<file path="config.mk">
export PLATFORM = sky130hd
export DESIGN_NAME = alu_mul_seq
export DESIGN_NICKNAME = d
export VERILOG_FILES = /design/src/rtl/alu_pkg.sv /design/src/rtl/alu_mul_seq.sv
export SDC_FILE = /design/constraint.sdc
export NUM_CORES = 1
export LEC_CHECK = 0
export CAP_MARGIN = 25
export CORE_MARGIN = 2
export CORE_UTILIZATION = 53
export CTS_BUF_LIST = sky130_fd_sc_hd__clkbuf_4 sky130_fd_sc_hd__clkbuf_8 sky130_fd_sc_hd__clkbuf_16
export DETAILED_ROUTE_END_ITERATION = 12
export PLACE_DENSITY = 0.82
export SLEW_MARGIN = 30
export SYNTH_ARGS = -nofsm -noshare
export SYNTH_HDL_FRONTEND = slang
export SYNTH_SLANG_ARGS = --single-unit
</file>
<file path="constraint.sdc">
create_clock -name clk -period 3.4 [get_ports clk]
set_input_delay 0.68 -clock clk [delete_from_list [all_inputs] [get_ports clk]]
set_output_delay 0.68 -clock clk [all_outputs]
set_load 0.02 [all_outputs]
</file>
<file path="src/rtl/alu_pkg.sv">
// Shared ALU definitions: opcode encodings used by the ALU, the decoder and
// the multiplier sequencer, plus the sequencer's state encoding.
package alu_pkg;

    localparam logic [3:0] ALU_AND = 4'b0000;
    localparam logic [3:0] ALU_OR  = 4'b0001;
    localparam logic [3:0] ALU_ADD = 4'b0010;
    localparam logic [3:0] ALU_SUB = 4'b0110;

    typedef enum logic [1:0] {
        ST_IDLE = 2'b00,
        ST_RUN  = 2'b01,
        ST_DONE = 2'b10
    } mul_state_e;

endpackage

</file>
<file path="src/rtl/alu_mul_seq.sv">
// Shift-and-add multiplier that borrows the shared ALU, one ADD per granted
// cycle. It produces the low WIDTH bits of the unsigned product.
module alu_mul_seq
    import alu_pkg::*;
#(
    parameter int WIDTH = 32
) (
    input  logic             clk,
    input  logic             rst_n,
    input  logic             start,
    output logic             ready,
    input  logic [WIDTH-1:0] Multiplicand,
    input  logic [WIDTH-1:0] Multiplier,
    output logic             busy,
    output logic             done,
    output logic [WIDTH-1:0] Product,
    output logic             alu_req,
    input  logic             alu_gnt,
    output logic [3:0]       ALU_Operation,
    output logic [WIDTH-1:0] Data1,
    output logic [WIDTH-1:0] Data2,
    input  logic [WIDTH-1:0] ALU_result
);

    localparam int CW = (WIDTH > 1) ? $clog2(WIDTH) : 1;
    localparam logic [CW-1:0]    LAST_COUNT = CW'(WIDTH - 1);
    localparam logic [WIDTH-1:0] ZERO_W     = {WIDTH{1'b0}};

    mul_state_e       state_r;
    logic [WIDTH-1:0] m_r;
    logic [WIDTH-1:0] q_r;
    logic [WIDTH-1:0] acc_r;
    logic [CW-1:0]    count_r;
    logic [WIDTH-1:0] product_r;
    logic [WIDTH-1:0] data2_r;
    logic [3:0]       alu_op_r;
    logic             ready_r;
    logic             busy_r;
    logic             done_r;
    logic             alu_req_r;

    logic [WIDTH-1:0] m_next_s;
    logic [WIDTH-1:0] q_next_s;
    logic             last_step_s;

    // Shifted operands and the termination test for the current RUN step.
    always_comb begin
        m_next_s    = m_r << 1;
        q_next_s    = q_r >> 1;
        last_step_s = 1'b0;
        if ((q_next_s == ZERO_W) || (count_r == LAST_COUNT)) begin
            last_step_s = 1'b1;
        end else begin
            last_step_s = 1'b0;
        end
    end

    // Sequencer FSM. acc_r doubles as the Data1 output register, and every
    // ALU-facing output is registered, so alu_req never depends on alu_gnt.
    always_ff @(posedge clk or negedge rst_n) begin
        if (!rst_n) begin
            state_r   <= ST_IDLE;
            m_r       <= ZERO_W;
            q_r       <= ZERO_W;
            acc_r     <= ZERO_W;
            count_r   <= {CW{1'b0}};
            product_r <= ZERO_W;
            data2_r   <= ZERO_W;
            alu_op_r  <= ALU_AND;
            ready_r   <= 1'b1;
            busy_r    <= 1'b0;
            done_r    <= 1'b0;
            alu_req_r <= 1'b0;
        end else begin
            case (state_r)
                ST_IDLE: begin
                    if (start) begin
                        ready_r <= 1'b0;
                        acc_r   <= ZERO_W;
                        if (Multiplier != ZERO_W) begin
                            m_r       <= Multiplicand;
                            q_r       <= Multiplier;
                            count_r   <= {CW{1'b0}};
                            data2_r   <= Multiplier[0] ? Multiplicand : ZERO_W;
                            alu_op_r  <= ALU_ADD;
                            busy_r    <= 1'b1;
                            alu_req_r <= 1'b1;
                            state_r   <= ST_RUN;
                        end else begin
                            // Zero multiplier: skip RUN, the ALU is never requested.
                            product_r <= ZERO_W;
                            done_r    <= 1'b1;
                            state_r   <= ST_DONE;
                        end
                    end
                end
                ST_RUN: begin
                    // Without a grant everything holds and the ALU inputs stay valid.
                    if (alu_gnt) begin
                        m_r     <= m_next_s;
                        q_r     <= q_next_s;
                        count_r <= count_r + CW'(1);
                        if (last_step_s) begin
                            product_r <= ALU_result;
                            acc_r     <= ZERO_W;
                            data2_r   <= ZERO_W;
                            alu_op_r  <= ALU_AND;
                            busy_r    <= 1'b0;
                            alu_req_r <= 1'b0;
                            done_r    <= 1'b1;
                            state_r   <= ST_DONE;
                        end else begin
                            acc_r   <= ALU_result;
                            data2_r <= q_next_s[0] ? m_next_s : ZERO_W;
                        end
                    end
                end
                ST_DONE: begin
                    done_r  <= 1'b0;
                    ready_r <= 1'b1;
                    state_r <= ST_IDLE;
                end
                default: begin
                    acc_r     <= ZERO_W;
                    data2_r   <= ZERO_W;
                    alu_op_r  <= ALU_AND;
                    ready_r   <= 1'b1;
                    busy_r    <= 1'b0;
                    done_r    <= 1'b0;
                    alu_req_r <= 1'b0;
                    state_r   <= ST_IDLE;
                end
            endcase
        end
    end

    assign ready         = ready_r;
    assign busy          = busy_r;
    assign done          = done_r;
    assign Product       = product_r;
    assign alu_req       = alu_req_r;
    assign ALU_Operation = alu_op_r;
    assign Data1         = acc_r;
    assign Data2         = data2_r;

endmodule

</file>
==> results of run 1 <==
[area by class of cell]
class	count	area (sq um)	share of cell area, %
tap	184	230	2.20
clock buffer	18	433	4.13
sequential	168	4210	40.2
timing repair buffer	217	2190	20.9
inverter	5	18.8	0.179
clock inverter	14	130	1.24
multi-input combinational	506	3260	31.2
[cells by family after synthesis]
group | after synthesis | synth area share, %
AND/OR/NAND/NOR | 233 | 14.4
flip-flops | 168 | 53.8
adder cells (fa/ha/maj) | 2 | 0.320
AO/OA/AOI/OAI | 207 | 18.8
buffers and inverters | 74 | 4.85
multiplexers | 61 | 7.82
other | 1 | 0.0480
[final timing paths]
kind                                               end  cells after the start                    from  slack (ns)
worst max-delay path              Data2[7]$_DFFE_PN0P_                      7          Multiplier[16]        0.89
worst min-delay path             Data2[14]$_DFFE_PN0P_                      1                   rst_n        0.35
worst max register to register  Product[6]$_DFFE_PN0P_                      6  state_r[0]$_DFFE_PN0P_        1.05
worst min register to register   Data1[26]$_DFFE_PN0P_                      2   Data1[26]$_DFFE_PN0P_        0.48
max in group asynchronous       Product[8]$_DFFE_PN0P_                      2                   rst_n        2.22
min in group clk                 Data1[26]$_DFFE_PN0P_                      2   Data1[26]$_DFFE_PN0P_        0.48
[registers in the layout, summed over array words and instances (netlist names)]
signal,cells
ready,1
Product,32
Data2,32
Data1,32
q_r,31
ALU_Operation,1
count_r,5
state_r,2
done,1
m_r,31
[layer usage]
layer  wire (um)  vias up  track usage, %
met5           0        -               0
met3        1040       40            5.43
met1        9090     3259            35.9
met4         527        0            10.7
li1            -     3061               -
met2       10400      213            44.2
[cells in the final DEF, fill, tap and decap left out, types with 4 or more instances in the layout]
cell type,count
a22oi_1,31
o21ai_0,94
o2bb2ai_1,31
and3_1,68
buf_4,13
nor4_1,15
clkdlybuf4s50_1,199
clkbuf_16,17
dfrtp_1,167
inv_1,5
nand2_1,131
a221o_1,33
nand4_1,4
a22o_1,4
clkinv_4,6
clkinvlp_4,5
mux2i_1,61
[metrics by stage]
| step | area (sq um) | utilization, % |
|---|---|---|
| global route | 10500 | 72.3 |
| floorplan | 7820 | - |
| detailed placement | 9870 | 68.2 |
| CTS | 10400 | 72.1 |
| global placement | 9870 | 68.2 |
| finish | 10500 | 72.3 |
[power by group through the flow]
stage          Combinational (uW)  Sequential [uW]  Clock (uW)
2_1_floorplan                2400             3870           0
3_3_place_gp                 4410             3410           0
3_5_place_dp                 4560             3470           0
4_1_cts                      4590             3450        1850
5_1_grt                      4980             3560        1940
6_report                     4610             3460        1840
[critical path, stage by stage]
cell and delay (ns):
clkdlybuf4s50_1 0.42, nor4_1 0.34, nand4_1 0.30, o21ai_0 0.39, a21o_1 0.17, buf_4 0.35
o2bb2ai_1 0.18
==> impl_metrics.env, run 1 <==
export IMPL_min_path_type="in2async"
export IMPL_clkLatencyLatePin_ns=0.42
export IMPL_hold_viol_final=0
export IMPL_htree_num_levels=4
export IMPL_endpoint_kind="register"
export IMPL_p_int_uw=5930
export IMPL_pwr_share_comb_pct=46.5
export IMPL_cp_max_fo=32
export IMPL_cts_hold_buf=0
export IMPL_synth_top_area_cell="dfrtp_1"
export IMPL_drt_iter0_markers=607
export IMPL_yosysWarnings=0
export IMPL_syn_mean_instance_area_sq_um=10.5
export IMPL_post_cts_resized=0
export IMPL_synth_cell_types=39
export IMPL_ys_ff_latch=168
export IMPL_dp_cells=1079
export IMPL_post_place_ws_ns=0.420
export IMPL_vias_per_cell=5.91
export IMPL_p_per_area_nw_per_um2=946
export IMPL_core_sq_um=14500
export IMPL_p_sw_uw=3980
export IMPL_clockBufferDepth=2
export IMPL_stdcell_count=1112
export IMPL_path_class="in2reg"
export IMPL_timing_hold_ws_ns=0.348
export IMPL_clkPwrFrac_pct=18.6
export IMPL_grt_pass1_wl_mm=34.3
export IMPL_synthTopCellsByArea="dfrtp_1 (53%), mux2i_1 (7.8%), nand2_1 (6.3%)"
export IMPL_cts_buffers=17
export IMPL_synth_edf_count=0
export IMPL_dieArea_sq_um=15700
export IMPL_mappedNetlistArea_sq_um=7810
export IMPL_ys_flop_type="dfrtp_1"
export IMPL_postCtsSetupBuffers=0
export IMPL_final_setup_viol_count=0
export IMPL_final_nets=1017
export IMPL_antenna_found_initial=0
export IMPL_fmaxAchievable_ghz=0.398
export IMPL_nFillCells=1052
export IMPL_die_w_um=125
export IMPL_clkTransAtPathRegs_ns=0.06
export IMPL_ir_worst_vdd_mv=0.443
export IMPL_finalPower_uw=9910
export IMPL_wire_per_inst_um=18.9
export IMPL_status="completed"
export IMPL_cts_tree="done"
export IMPL_crit_required_ns=3.73
export IMPL_finClkSkew_ns=0.0121
export IMPL_place_gp_congestion=0.844
export IMPL_synth_top_area_share_pct=53.5
export IMPL_cp_start_kind="primary input"
export IMPL_seqPwrFrac_pct=34.9
export IMPL_maxSlewViolCount=0
export IMPL_period_minus_slack_ns=2.51
export IMPL_slew_headroom_pct=44.1
export IMPL_netlist_instances=746
export IMPL_area_growth_syn_to_layout_pct=34.1
export IMPL_worst_slack_ns=0.887
export IMPL_final_layout_size_suffix_gt1_share_pct=6.57
export IMPL_synth_common_cells="dfrtp_1 (167), nand2_1 (131), o21ai_0 (95), and3_1 (68), mux2i_1 (61)"
export IMPL_setup_tns_ns=0
export IMPL_grt_pass1_vias=6687
export IMPL_wl_mm=21.1
export IMPL_rows=44
export IMPL_gr_total_overflow=0
export IMPL_finalCritPeriodShare_pct=73.9
export IMPL_maxCapViolCount=0
export IMPL_rsz0062_at_grt="no"
export IMPL_antenna_cells=0
export IMPL_leakagePower_uw=0.00451
export IMPL_antenna_left=0
export IMPL_drt_drc_violations_left=0
export IMPL_hpwlAfterDp_mm=14.1
export IMPL_grt_max_degree=105
export IMPL_ys_seq_area_share_pct=53.8
export IMPL_fp_dieH_um=125
export IMPL_worst_pin_slew_ns=0.838
export IMPL_drt_pass1_iter_count=7
export IMPL_p_sw_share_pct=40.2
export IMPL_placement_io_buffers=200
export IMPL_synth_most_common_cell="dfrtp_1"
export IMPL_vias=6573
export IMPL_cp_arrival_ns=2.84
export IMPL_initial_core_util_pct=53.9
export IMPL_io_pins=204
export IMPL_grt_use_total_pct=27.1
export IMPL_cts_num_sinks=168
export IMPL_synthArstFlopShare_pct=100
export IMPL_root_buffer="clkbuf_16"
Power figures use the tool's default switching activity.
==> run 2, diff against run 1 <==
- CORE_UTILIZATION: 53 -> 49
- PLACE_DENSITY: 0.82 -> 0.76
- clock period: 3.4 -> 2.4 ns (I/O delays scaled with it)
==> run 2 against run 1 <==
Register-to-register slack worse by 0.92 ns. Sequential share of layout area down 1.4 points. Largest cell class unchanged. Critical path type is now reg2reg. Sequential power up 42%. Power up 46%.
==> impl_metrics.env, run 2 (synthesis gave the netlist of run 1 again) <==
export IMPL_status="completed"
export IMPL_clkLatencyLatePin_ns=0.43
export IMPL_drt_pass1_iter_count=5
export IMPL_gr_total_overflow=0
export IMPL_post_place_ws_ns=-0.141
export IMPL_min_path_type="reg2reg"
export IMPL_clockBufferDepth=2
export IMPL_slew_headroom_pct=48.0
export IMPL_met1Wirelength_mm=9.17
export IMPL_finClkSkew_ns=0.00946
export IMPL_rr_startpoint="q_r[8]$_DFFE_PN0P_"
export IMPL_initial_core_util_pct=49.7
export IMPL_grt_use_total_pct=25.8
export IMPL_wl_mm=21.4
export IMPL_hpwlAfterDp_mm=14.8
export IMPL_placement_io_buffers=200
export IMPL_ir_worst_vdd_mv=0.819
export IMPL_final_core_util_pct=69.0
export IMPL_dp_cells=1135
export IMPL_grt_pass1_vias=6677
export IMPL_period_minus_slack_ns=2.27
export IMPL_cts_num_sinks=168
export IMPL_final_layout_size_suffix_gt1_share_pct=8.82
export IMPL_cp_arrival_ns=2.57
export IMPL_maxSlewViolCount=0
export IMPL_final_setup_viol_count=0
export IMPL_postPlaceCellArea_sq_um=10200
export IMPL_vias_per_cell=5.68
export IMPL_post_cts_resized=0
export IMPL_rsz0062_at_grt="no"
export IMPL_wl_met3_mm=1.03
export IMPL_fp_dieH_um=130
export IMPL_antenna_found_initial=0
export IMPL_rr_worst_depth=6
export IMPL_grt_pass1_wl_mm=34.3
export IMPL_antenna_cells=0
export IMPL_worst_path_stages=6
export IMPL_p_per_area_nw_per_um2=1330
export IMPL_crit_path_max_incr_delay_ns=0.42
export IMPL_io_pins=204
export IMPL_cp_max_fo=34
export IMPL_path_delay_family="compound AO/OA/AOI/OAI gates"
export IMPL_root_buffer="clkbuf_16"
export IMPL_drt_drc_violations_left=0
export IMPL_final_nets=1041
export IMPL_worst_pin_slew_ns=0.777
export IMPL_grt_max_degree=61
export IMPL_worst_slack_ns=0.132
export IMPL_area_growth_syn_to_layout_pct=38.8
export IMPL_cp_start_kind="register"
export IMPL_min_from="Data1[20]$_DFFE_PN0P_"
export IMPL_endpoint_kind="register"
export IMPL_nFillCells=1175
export IMPL_finalPower_uw=14500
export IMPL_place_gp_congestion=0.841
export IMPL_fmaxAchievable_ghz=0.441
export IMPL_reg2reg_slack_ns=0.13
export IMPL_critPathBufInv=1
export IMPL_layout_common_cells="clkdlybuf4s50_1 (199), dfrtp_1 (167), nand2_1 (131), o21ai_0 (94), and3_1 (68)"
export IMPL_wl_met2_mm=10.8
export IMPL_hold_viol_final=0
export IMPL_die_w_um=130
export IMPL_cts_tree="done"
export IMPL_core_sq_um=15700
export IMPL_dieArea_sq_um=17000
export IMPL_path_class="reg2reg"
export IMPL_post_route_cell_area_sq_um=10800
export IMPL_rows=46
export IMPL_slowest_stage="nor4_1"
export IMPL_cts_buffers=17
export IMPL_top_layer_used="met4"
export IMPL_r2r_end="Product[2]$_DFFE_PN0P_"
export IMPL_crit_required_ns=2.70
export IMPL_maxCapViolCount=0
export IMPL_final_common_cell="clkdlybuf4s50_1"
export IMPL_clkTransAtPathRegs_ns=0.07
export IMPL_vias=6636
export IMPL_leakagePower_uw=0.00468
export IMPL_stdcell_count=1168
export IMPL_finalCritPeriodShare_pct=94.5
export IMPL_whs_path_depth=2
export IMPL_wire_per_inst_um=18.3
export IMPL_hold_end="Data1[20]$_DFFE_PN0P_"
export IMPL_drt_iter0_markers=561
export IMPL_htree_num_levels=4
export IMPL_path_cells="nor4_1 -> nand4_1 -> o21ai_2 -> o211ai_4 -> buf_12 -> a221o_1"
export IMPL_antenna_left=0
[run 2: cell count changes in the layout (fill, tap and decap cells not counted), sizes merged, moves of 2 or more]
cell / previous run / this run
clkinvlp: 5 / 3
inv: 5 / 9
buf: 17 / 41
clkinv: 8 / 5
[run 2: worst max path at each step]
stage                              endpoint  slack [ns]                   start
floorplan           Product[10]$_DFFE_PN0P_        0.38  count_r[0]$_DFFE_PN0P_
global placement        m_r[14]$_DFFE_PN0P_       -0.10          Multiplier[16]
detailed placement      m_r[17]$_DFFE_PN0P_       -0.14           Multiplier[3]
CTS                  Product[2]$_DFFE_PN0P_        0.10      q_r[8]$_DFFE_PN0P_
global route          Data1[16]$_DFFE_PN0P_        0.01      q_r[8]$_DFFE_PN0P_
finish               Product[2]$_DFFE_PN0P_        0.13      q_r[8]$_DFFE_PN0P_
[run 2: layer usage]
| metal | vias up | track usage, % |
|---|---|---|
| met5 | - | 0 |
| met4 | 0 | 8.54 |
| met3 | 44 | 5.86 |
| met2 | 202 | 43.0 |
| met1 | 3275 | 33.5 |
| li1 | 3115 | - |
[run 2: cell type report]
type	instances	area [sq um]	area share, %
multi-input cells	506	3260	30.1
clock inverters	14	166	1.54
clock buffers	18	439	4.05
inverters	5	18.8	0.173
repair buffers	241	2480	22.8
flip-flops and latches	168	4210	38.8
well taps	216	270	2.49
[run 2: metrics by stage]
step / hold WS, ns / TNS (ns)
6_report: 0.484 / 0
2_1_floorplan: 0.184 / 0
5_1_grt: 0.505 / 0
3_5_place_dp: 0.422 / -12.33
4_1_cts: 0.485 / 0
3_3_place_gp: 0.419 / -9.90
[run 2: repair_timing]
action                                  4_1_cts  5_1_grt
hold buffers                                  1        0
hold endpoints to repair                     37        0
buffers inserted                              0        0
endpoints found under the setup margin        0        3
[run 2: worst min-delay path: cells and delay by family (launching register included)]
family,cells,cell delay (ns)
AND/OR/NAND/NOR,1,0.05
AO/OA/AOI/OAI,1,0.06
flip-flops,1,0.34
[run 2: report_power, final]
group,total (uW),internal [uW],switching (uW)
registers,4900,4010,887
logic,6780,3170,3610
clock network,2790,1590,1200
total,14500,8760,5700
==> run 3, diff against run 2 <==
==> constraint.sdc (replaced) <==
create_clock -name clk -period 2.4 [get_ports clk]
set_input_delay 0.48 -clock clk [delete_from_list [all_inputs] [get_ports clk]]
set_output_delay 0.48 -clock clk [all_outputs]
set_load 0.005 [all_outputs]
==> results of run 3 <==
Same layout as run 2 (identical final DEF). Status: completed.
Main changes from that run: total power 14500 uW -> 13700 uW; worst IR drop on VDD 0.819 mV -> 0.691 mV
